===== src/rtl/matvec_pkg.sv =====
// Shared constants, FSM state type and lane scheduling helper for the matvec engine.
package matvec_pkg;

  localparam int unsigned DIM    = 8;
  localparam int unsigned DATA_W = 8;
  localparam int unsigned ACC_W  = 24;
  localparam int unsigned B_SEL  = DIM;
  localparam int unsigned STEPS  = 2 * DIM - 1;
  localparam int unsigned STEP_W = $clog2(STEPS);
  localparam int unsigned CNT_W  = $clog2(DIM + 1);

  typedef enum logic [1:0] {
    FILL,
    COMPUTE,
    DONE
  } state_t;

  // Lane i consumes its A row during steps i .. i+DIM-1 of the systolic sweep.
  function automatic logic lane_active(input int unsigned t, input int unsigned i);
    return (t >= i) && (t < i + DIM);
  endfunction

endpackage


===== src/rtl/byte_fifo.sv =====
// Synchronous FIFO with first-word-fall-through output and occupancy count.
module byte_fifo #(
  parameter int unsigned DEPTH = 8,
  parameter int unsigned WIDTH = 8
) (
  input  logic                       clk,
  input  logic                       rst,
  input  logic                       push,
  input  logic                       pop,
  input  logic [WIDTH-1:0]           din,
  output logic [WIDTH-1:0]           dout,
  output logic [$clog2(DEPTH+1)-1:0] count,
  output logic                       full,
  output logic                       empty
);

  localparam int unsigned PTR_W = (DEPTH > 1) ? $clog2(DEPTH) : 1;
  localparam int unsigned CNT_W = $clog2(DEPTH + 1);

  logic [WIDTH-1:0] mem [DEPTH];
  logic [PTR_W-1:0] wr_ptr;
  logic [PTR_W-1:0] rd_ptr;
  logic             do_push;
  logic             do_pop;

  function automatic logic [PTR_W-1:0] bump(input logic [PTR_W-1:0] p);
    return (p == PTR_W'(DEPTH - 1)) ? '0 : p + PTR_W'(1);
  endfunction

  assign full    = (count == CNT_W'(DEPTH));
  assign empty   = (count == '0);
  assign do_push = push && !full;
  assign do_pop  = pop && !empty;
  assign dout    = mem[rd_ptr];

  always_ff @(posedge clk) begin
    if (do_push) mem[wr_ptr] <= din;
  end

  always_ff @(posedge clk) begin
    if (rst) begin
      wr_ptr <= '0;
      rd_ptr <= '0;
      count  <= '0;
    end else begin
      if (do_push) wr_ptr <= bump(wr_ptr);
      if (do_pop)  rd_ptr <= bump(rd_ptr);
      case ({do_push, do_pop})
        2'b10:   count <= count + CNT_W'(1);
        2'b01:   count <= count - CNT_W'(1);
        default: count <= count;
      endcase
    end
  end

endmodule


===== src/rtl/matvec_engine.sv =====
// Buffers DIM A rows plus the B vector, then sweeps them systolically through DIM MAC lanes (C = A x B).
// Build option: define MATVEC_SIGNED_EN for two's-complement elements and signed accumulation.
module matvec_engine
  import matvec_pkg::*;
(
  input  logic                  clk,
  input  logic                  rst,
  input  logic [DATA_W-1:0]     fifo_data,
  input  logic [3:0]            fifo_sel,
  input  logic                  fifo_wren,
  input  logic                  clear,
  output logic                  busy,
  output logic                  done,
  output logic                  err,
  output logic [DIM*ACC_W-1:0]  result
);

  state_t            state;
  state_t            state_next;
  logic [STEP_W-1:0] step;
  int unsigned       t_now;
  logic              flush;

  logic [DATA_W-1:0] q   [DIM+1];
  logic [CNT_W-1:0]  cnt [DIM+1];
  logic [DIM:0]      push;
  logic [DIM:0]      pop;
  logic [DIM:0]      full;
  logic [DIM:0]      empty;
  logic [DIM-1:0]    lane_en;
  logic              all_full;
  logic              sel_legal;
  logic              target_full;
  logic              wr_ok;
  logic              wr_drop;

  logic [DATA_W-1:0] b_sr [DIM-1];

  assign flush     = rst || clear;
  assign t_now     = 32'(step);
  assign sel_legal = (fifo_sel <= 4'(B_SEL));

  // Write routing; clear wins over a simultaneous write, which is then neither stored nor flagged.
  always_comb begin
    push        = '0;
    target_full = 1'b0;
    for (int unsigned k = 0; k <= DIM; k++) begin
      if (fifo_sel == 4'(k)) target_full = full[k];
    end
    wr_ok   = fifo_wren && !clear && (state == FILL) && sel_legal && !target_full;
    wr_drop = fifo_wren && !clear && !wr_ok;
    for (int unsigned k = 0; k <= DIM; k++) begin
      push[k] = wr_ok && (fifo_sel == 4'(k));
    end
  end

  always_comb begin
    all_full = 1'b1;
    for (int unsigned k = 0; k <= DIM; k++) begin
      if (cnt[k] != CNT_W'(DIM)) all_full = 1'b0;
    end
  end

  always_comb begin
    lane_en = '0;
    pop     = '0;
    if (state == COMPUTE) begin
      for (int unsigned i = 0; i < DIM; i++) begin
        lane_en[i] = lane_active(t_now, i);
        pop[i]     = lane_en[i] && !empty[i];
      end
      pop[B_SEL] = (t_now < DIM) && !empty[B_SEL];
    end
  end

  for (genvar k = 0; k <= DIM; k++) begin : g_fifo
    byte_fifo #(
      .DEPTH(DIM),
      .WIDTH(DATA_W)
    ) u_fifo (
      .clk  (clk),
      .rst  (flush),
      .push (push[k]),
      .pop  (pop[k]),
      .din  (fifo_data),
      .dout (q[k]),
      .count(cnt[k]),
      .full (full[k]),
      .empty(empty[k])
    );
  end

  // B skew chain: b_sr[k] carries the B element popped k+1 steps ago.
  always_ff @(posedge clk) begin
    if (flush) begin
      for (int unsigned k = 0; k < DIM - 1; k++) b_sr[k] <= '0;
    end else if (state == COMPUTE) begin
      b_sr[0] <= pop[B_SEL] ? q[B_SEL] : '0;
      for (int unsigned k = 1; k < DIM - 1; k++) b_sr[k] <= b_sr[k-1];
    end
  end

  for (genvar i = 0; i < DIM; i++) begin : g_lane
    logic [DATA_W-1:0]   b_in;
    logic [2*DATA_W-1:0] prod;
    logic [ACC_W-1:0]    prod_ext;
    logic [ACC_W-1:0]    acc;

    if (i == 0) begin : g_head
      assign b_in = q[B_SEL];
    end else begin : g_tap
      assign b_in = b_sr[i-1];
    end

`ifdef MATVEC_SIGNED_EN
    assign prod = $signed({{DATA_W{q[i][DATA_W-1]}}, q[i]})
                * $signed({{DATA_W{b_in[DATA_W-1]}}, b_in});
    assign prod_ext = {{(ACC_W-2*DATA_W){prod[2*DATA_W-1]}}, prod};
`else
    assign prod = {{DATA_W{1'b0}}, q[i]} * {{DATA_W{1'b0}}, b_in};
    assign prod_ext = {{(ACC_W-2*DATA_W){1'b0}}, prod};
`endif

    always_ff @(posedge clk) begin
      if (flush) begin
        acc <= '0;
      end else if (lane_en[i]) begin
        acc <= acc + prod_ext;
      end
    end

    assign result[i*ACC_W +: ACC_W] = acc;
  end

  always_ff @(posedge clk) begin
    if (flush) state <= FILL;
    else       state <= state_next;
  end

  always_comb begin
    state_next = state;
    case (state)
      FILL:    if (all_full) state_next = COMPUTE;
      COMPUTE: if (step == STEP_W'(STEPS - 1)) state_next = DONE;
      DONE:    state_next = DONE;
      default: state_next = FILL;
    endcase
  end

  always_comb begin
    busy = (state == COMPUTE);
    done = (state == DONE);
  end

  always_ff @(posedge clk) begin
    if (flush || state != COMPUTE) step <= '0;
    else                           step <= step + STEP_W'(1);
  end

  always_ff @(posedge clk) begin
    if (rst)          err <= 1'b0;
    else if (wr_drop) err <= 1'b1;
  end

endmodule


===== config.mk =====
export PLATFORM = sky130hd
export DESIGN_NAME = matvec_engine
export DESIGN_NICKNAME = d
export VERILOG_FILES = /design/src/rtl/matvec_pkg.sv /design/src/rtl/byte_fifo.sv /design/src/rtl/matvec_engine.sv
export SDC_FILE = /design/constraint.sdc
export NUM_CORES = 2
export LEC_CHECK = 0
export BUFFER_PORTS_ARGS = -buffer_cell sky130_fd_sc_hd__buf_4
export CAP_MARGIN = 0
export CORE_MARGIN = 1.5
export CORE_UTILIZATION = 50
export CTS_CLUSTER_DIAMETER = 100
export DETAILED_ROUTE_END_ITERATION = 10
export GPL_TIMING_DRIVEN = 0
export PLACE_DENSITY = 0.67
export SYNTH_ARGS = -nofsm -noshare
export SYNTH_HDL_FRONTEND = slang
export SYNTH_SLANG_ARGS = --single-unit
export TNS_END_PERCENT = 100

===== constraint.sdc =====
create_clock -name clk -period 17.1 [get_ports clk]
set_input_delay 2.565 -clock clk [delete_from_list [all_inputs] [get_ports clk]]
set_output_delay 2.565 -clock clk [all_outputs]
set_load 0.01 [all_outputs]

# Word-level counts from Yosys, hierarchy flattened

Memory sizes are Yosys's and may differ from the RTL's. A register that Yosys moved wholly into a read port is not among the register bits.
Cells that the tools add are included.

$mul: 8
Bitwise logic cells: 7
Add/sub/neg operators: 45
Reduce and logical (&&, ||, !) cells: 93
Equal/unequal tests: 68
Order comparisons: 17
Muxes and demuxes: 99

Operators by type and width:

| cell                                                                   | number |
|---|---|
| 24-bit by 16-bit adder with 24-bit output                              | 8 |
| 8-bit by 8-bit multiplier with 16-bit output                           | 8 |
| 3-bit two-way mux                                                      | 36 |
| 8-bit two-way mux                                                      | 9 |
| 4-bit one-hot mux with 2 select lines                                  | 9 |
| 3-bit by 1-bit adder with 3-bit output (second input constant)         | 18 |
| 3-bit equality test (second input constant)                            | 18 |
| 1-bit logical AND                                                      | 49 |
| 4-bit equality test (second input constant)                            | 11 |
| 1-bit two-way mux                                                      | 41 |
| 4-bit by 1-bit adder with 4-bit output (second input constant)         | 10 |
| 4-bit logical NOT                                                      | 10 |
| 4-bit != test (second input constant)                                  | 9 |
| 4-bit by 1-bit subtractor with 4-bit output (second input constant)    | 9 |
| 4-bit less-than comparator (second input constant)                     | 8 |
| 1-bit logical NOT                                                      | 21 |
| 2-bit by 1-bit equality test with 1-bit output (second input constant) | 10 |
| 2-bit equality test (second input constant)                            | 10 |
| 2-bit nonzero test                                                     | 9 |
| 4-bit by 3-bit equality test with 1-bit output (second input constant) | 4 |
| 4-bit by 3-bit >= comparator with 1-bit output (second input constant) | 4 |
| 9-bit two-way mux                                                      | 1 |
| 4-bit by 2-bit equality test with 1-bit output (second input constant) | 2 |
| 4-bit by 1-bit >= comparator with 1-bit output (second input constant) | 2 |
| other kinds (11)                                                       | 21 |

Output and inout port bits: 195
Bits in registers: 289
Bits of input ports: 16
Memory bits (writable): 632
Word-level logic and storage cells: 385
Memories kept: 10

Memories:

| memory               | words | width | rd ports | clocked after Yosys merged registers in | write ports | RTL line        | source |
|---|---|---|---|---|---|---|---|
| g_fifo[0].u_fifo.mem | 8     | 8     | 1        | 1                                       | 1           | byte_fifo.sv:20 | `logic [WIDTH-1:0] mem [DEPTH];` |
| g_fifo[1].u_fifo.mem | 8     | 8     | 1        | 1                                       | 1           | byte_fifo.sv:20 |  |
| g_fifo[2].u_fifo.mem | 8     | 8     | 1        | 1                                       | 1           | byte_fifo.sv:20 |  |
| g_fifo[3].u_fifo.mem | 8     | 8     | 1        | 1                                       | 1           | byte_fifo.sv:20 |  |
| g_fifo[4].u_fifo.mem | 8     | 8     | 1        | 1                                       | 1           | byte_fifo.sv:20 |  |
| g_fifo[5].u_fifo.mem | 8     | 8     | 1        | 1                                       | 1           | byte_fifo.sv:20 |  |
| 4 more memories      | -     | -     | -        | -                                       | -           | -               |  |

# Longest topological paths before layout

Depth in word-level cells: 16
Mapped depth: 22
Mapped depth without buffers: 20

# Hierarchy

From an unflattened synthesis, not the netlist that was laid out.

Cells, all modules: 5213
Area total of the unflattened synthesis: 59304.4 um^2

Modules (own cells, without submodules):

| module                           | cells each | sequential area each (um^2) | times used | area an instance (um^2) |
|---|---|---|---|---|
| matvec_engine                    | 3675       | 5665.4                      | 1          | 31380.1 |
| byte_fifo (g_fifo[0].u_fifo ...) | 171        | 2182.1                      | 8          | 3095.5 |
| byte_fifo (g_fifo[5].u_fifo)     | 170        | 2182.1                      | 1          | 3160.5 |

# Worst setup path after synthesis

Ideal clock, no wire load.

Path kind: reg2reg
Start point: register (tool-made name)
End point: register g_lane[7].acc[22]
Library setup time: 70 ps
Required time: 17030 ps
Clock period less this slack: 5641 ps
Path slack: 11459 ps
Arrival: 5571 ps
Buffers on the path: 2
Stages on the path, launching flop included: 19
Path through: dfxtp_1 buf_2 buf_2 mux4_2 mux2_2 and2_1 fa_1 fa_1 fa_1 inv_1 fa_1 inv_1 ha_1 o21ai_1 o2bb2ai_1 or4_1 o21a_1 or4_1 a21oi_1

RTL lines:

| element              | RTL line             | source |
|---|---|---|
| end signal, assigned | matvec_engine.sv:128 | `acc <= acc + prod_ext;` |
| end, declared        | matvec_engine.sv:107 | `logic [ACC_W-1:0] acc;` |

==> PnR_summary.wiki <==
{| class="wikitable"
! Metric !! Value
|-
| Result of the run || finished, violations left
|-
| Violations in the final reports || capacitance limit, slew limit
|-
| Post-CTS Hold Fix Bufs || 0
|-
| Length of the first detailed-routing pass in iterations || 8
|-
| Beginning of the worst hold path || g_lane[0].acc[6]
|-
| Synthesized area || 0.0590 mm2
|-
| Routability congestion estimate || 0.914
|-
| Met2 WL || 72600 um
|-
| Total of flip-flops plus latches after synthesis || 948
|-
| Final period utilization || 41.6%
|-
| Count of max-cap constraint violations || 1
|-
| CTS clk-pin slew, worst paths || 0.07 ns
|-
| Count of vias placed by the detailed router || 40200
|-
| WS Path Type || flop to flop
|-
| Clk root buf || sky130_fd_sc_hd__clkbuf_16
|-
| Final hold viol count || 0
|-
| Total global-route track usage || 26.2%
|-
| Largest fanout of any net on the critical path || 10
|-
| DRC violation total after the first TritonRoute iteration || 3083
|-
| Worst Reg2Reg Path Length in Cells || 19
|-
| Met3 Routed Length || 12800 um
|-
| Fraction of synthesized cell area taken by the top area cell type || 32.2%
|-
| Cell types with the largest area share after synthesis || sky130_fd_sc_hd__edfxtp_1 (32%), sky130_fd_sc_hd__fa_1 (14%), sky130_fd_sc_hd__dfxtp_1 (11%)
|-
| Req. time, crit path || 17.74 ns
|-
| Remaining design rule violation count || 0
|-
| Placeable Area || 0.117 mm2
|-
| Critical path launch point type || flop
|-
| CP Capture Point || g_lane[1].acc[23]
|-
| Vias in the first global route || 40300
|-
| Port Buffer Count || 208
|-
| Detail Placement HPWL || 115000 um
|-
| Instance area after placement || 0.0626 mm2
|-
| Mean instance size in the synthesized netlist || 11.3 um2
|-
| Met1 Routed Length || 65800 um
|-
| DP Worst Slack || 9.96 ns
|-
| Syn nets || 6032
|-
| Fill cell count || 9802
|-
| Classification of the worst-slack hold path || flop to flop
|-
| Largest net degree at the start of global routing || 73
|-
| Overall Power || 5.31 mW
|-
| Area Growth Syn to Fin || 12.0%
|-
| Fraction of layout instances using a drive strength above 1 || 11.3%
|-
| Initial antenna violation count || 11
|-
| Worst R2R End || g_lane[1].acc[23]
|-
| Library cell occupying the most area in the post-synthesis netlist || sky130_fd_sc_hd__edfxtp_1
|-
| Least-Margin Pin Slew || 1.52 ns
|-
| Setup slack of the worst register-to-register path || 9.99 ns
|-
| Number of buffers added by the clock tree synthesis step || 104
|-
| Critical Path AT || 7.75 ns
|-
| Worst setup slack after layout || 9.99 ns
|-
| Standard-cell rows || 125
|-
| Final-stage net count || 6353
|-
| Worst skew pair latency || 0.72 ns
|-
| Async set or reset register ratio after synthesis || 0%
|-
| Number of distinct library cells after synthesis || 84
|-
| VDD IR-drop max || 86.3 uV
|-
| EDFF count, synth || 632
|-
| Height of the die || 347 um
|-
| Slew HR || -1.39%
|-
| Global route overflow || 0
|-
| Aggregate routed wire length || 156000 um
|-
| Final critical path time including I/O delays and setup || 7.11 ns
|-
| Post-route antenna net violation count || 0
|-
| Maximum clock rate || 141 MHz
|-
| LEAKAGE || 27.0 nW
|-
| TritonCTS clock tree || done
|-
| Highest routing layer actually used || met5
|-
| Routed wirelength normalized by instance count || 21.9 um
|-
| Post-route design area || 0.0661 mm2
|-
| Count of synthesis-stage warnings from yosys || 0
|-
| Post-cts resize count || 0
|-
| Overall die area || 0.120 mm2
|-
| Pwr dens || 80.2 mW/mm2
|-
| Post-route setup TNS || 0 ns
|-
| Top-level port count || 211
|-
| Number of H-tree branching levels || 3
|-
| Fin. max-slew vios || 11
|-
| Most used DFF post-synth || sky130_fd_sc_hd__edfxtp_1
|-
| Number of setup buffers added after CTS || 0
|-
| RSZ-0062 raised after global routing || false
|-
| Final setup violation count || 0
|-
| Post-synthesis sequential area ratio || 42.9%
|-
| Vias per std cell || 5.63
|-
| Hold Crit Depth || 2
|-
| Maximum clock path buffer count || 3
|-
| Global-route wire length before repair || 240000 um
|-
| Final core occ || 56.7%
|-
| Clock tree sinks || 948
|-
| Fin Clk Skew || 0.0312 ns
|-
| Effective utilization at floorplan || 50.6%
|-
| Post-Syn Instances || 5208
|-
| Kind of capture point of the worst setup path || flop
|-
| Floorplan die width || 347 um
|}
==> cell usage in the layout, fill, tap and decap left out, drive strengths merged, types with 126 or more instances in the layout <==
| master | Yosys | final |
|---|---|---|
| nand2 | 398 | 398 |
| nor2b | 178 | 178 |
| dfxtp | 316 | 316 |
| clkbuf | 99 | 243 |
| nor2 | 279 | 279 |
| fa | 409 | 409 |
| ha | 399 | 399 |
| o21ai | 133 | 133 |
| inv | 809 | 815 |
| buf | 45 | 256 |
| nand2b | 126 | 126 |
| a21oi | 257 | 257 |
| edfxtp | 632 | 632 |
| mux4 | 145 | 145 |
==> logic make-up (layout without fill, tap and decap cells) <==
group | count (synthesis) | in the layout | share of synthesized area [%]
AND/OR/NAND/NOR | 1475 | 1475 | 12.6
AO/OA/AOI/OAI | 697 | 697 | 7.52
other | 0 | 3 | 0
adder cells (fa/ha/maj) | 808 | 808 | 22.3
XOR/XNOR | 77 | 77 | 1.14
buffers and inverters | 953 | 1366 | 6.13
flip-flops | 948 | 948 | 42.9
multiplexers | 250 | 250 | 7.38
==> area by class of cell <==
class                   count  area (um2)  area share [%]
multi-input cells        3307       30100            45.6
flip-flops and latches    948       25300            38.3
inverters                 809        3040            4.59
clock buffers             140        2950            4.45
well taps                1524        1910            2.88
repair buffers            215        1640            2.48
plain buffers             144         589           0.891
clock inverters            58         562           0.850
diodes                      3        7.51          0.0114
==> how the worst min path moves through the flow <==
stage / to / slack (ns)
global placement: err / 0.45
floorplan: step[0] / 0.44
global route: g_lane[7].acc[2] / 0.50
finish: g_lane[0].acc[6] / 0.47
CTS: g_lane[7].acc[23] / 0.47
detailed placement: g_lane[0].acc[6] / 0.46
==> where the power goes <==
part	internal (mW)	total, mW	switching [mW]
Sequential	2.45	2.48	0.0263
Clock	1.33	2.30	0.968
Combinational	0.201	0.528	0.327
==> worst max-delay path, stage by stage, from the launching register on <==
cell	delay [ns]
sky130_fd_sc_hd__dfxtp_1	0.31
sky130_fd_sc_hd__buf_1	0.39
sky130_fd_sc_hd__clkbuf_1	0.53
sky130_fd_sc_hd__mux4_2	0.40
sky130_fd_sc_hd__mux2i_1	0.65
sky130_fd_sc_hd__nand2b_1	0.22
sky130_fd_sc_hd__fa_1	0.42
sky130_fd_sc_hd__inv_1	0.08
sky130_fd_sc_hd__fa_1	0.44
sky130_fd_sc_hd__fa_1	0.54
sky130_fd_sc_hd__inv_1	0.05
sky130_fd_sc_hd__fa_1	0.49
sky130_fd_sc_hd__inv_1	0.05
sky130_fd_sc_hd__ha_1	0.33
sky130_fd_sc_hd__o21a_1	0.14
sky130_fd_sc_hd__o31a_1	0.23
sky130_fd_sc_hd__o21ba_2	0.19
sky130_fd_sc_hd__o21ai_0	0.22
sky130_fd_sc_hd__a211oi_1	1.09
sky130_fd_sc_hd__mux2i_1	0.26
==> cell usage after synthesis, types with 9 or more instances <==
cell type                  instances
sky130_fd_sc_hd__a2111o_1         10
sky130_fd_sc_hd__a211oi_1         46
sky130_fd_sc_hd__a21o_1           55
sky130_fd_sc_hd__a21oi_1         256
sky130_fd_sc_hd__a31oi_1          25
sky130_fd_sc_hd__and2_1           95
sky130_fd_sc_hd__and3_1           65
sky130_fd_sc_hd__buf_1            16
sky130_fd_sc_hd__buf_2            28
sky130_fd_sc_hd__clkbuf_1         99
sky130_fd_sc_hd__dfxtp_1         316
sky130_fd_sc_hd__edfxtp_1        632
sky130_fd_sc_hd__fa_1            409
sky130_fd_sc_hd__ha_1            399
sky130_fd_sc_hd__inv_1           809
sky130_fd_sc_hd__mux2_2           29
sky130_fd_sc_hd__mux2i_1          76
sky130_fd_sc_hd__mux4_2          145
sky130_fd_sc_hd__nand2_1         398
sky130_fd_sc_hd__nand2b_1        126
sky130_fd_sc_hd__nand3_1          84
sky130_fd_sc_hd__nand3b_1         14
sky130_fd_sc_hd__nand4_1          25
sky130_fd_sc_hd__nor2_1          279
sky130_fd_sc_hd__nor2b_1         178
sky130_fd_sc_hd__nor3_1           76
sky130_fd_sc_hd__nor4_1           14
sky130_fd_sc_hd__nor4b_1           9
sky130_fd_sc_hd__o211ai_1         22
sky130_fd_sc_hd__o21a_1           31
sky130_fd_sc_hd__o21ai_0         128
sky130_fd_sc_hd__o21bai_1         17
sky130_fd_sc_hd__o31a_1           10
sky130_fd_sc_hd__o31ai_1          17
sky130_fd_sc_hd__or2_2            19
sky130_fd_sc_hd__or3_1            54
sky130_fd_sc_hd__or4_1            13
sky130_fd_sc_hd__xnor2_1          49
sky130_fd_sc_hd__xor2_1           28
==> through the flow <==
stage               cells  hold slack (ns)
floorplan            5208            0.445
global placement     6940            0.452
detailed placement   6943            0.463
CTS                  7141            0.474
global route         7145            0.498
finish               7148            0.471
==> per-layer routing <==
metal  global-route usage (%)  vias up
met5                        0        -
met4                     9.03        8
met3                     5.48      245
met2                     42.2     1330
met1                     35.4    20100
li1                         -    18500
==> registers in the layout, indices dropped and copies added (netlist names), named ones only <==
signal,cells
g_fifo.u_fifo.mem,576
g_lane.acc,192
b_sr,56
g_fifo.u_fifo.count,36
g_fifo.u_fifo.rd_ptr,27
g_fifo.u_fifo.wr_ptr,27
step,4
state,2
err,1
No activity file was read; power rests on OpenSTA's default activity.
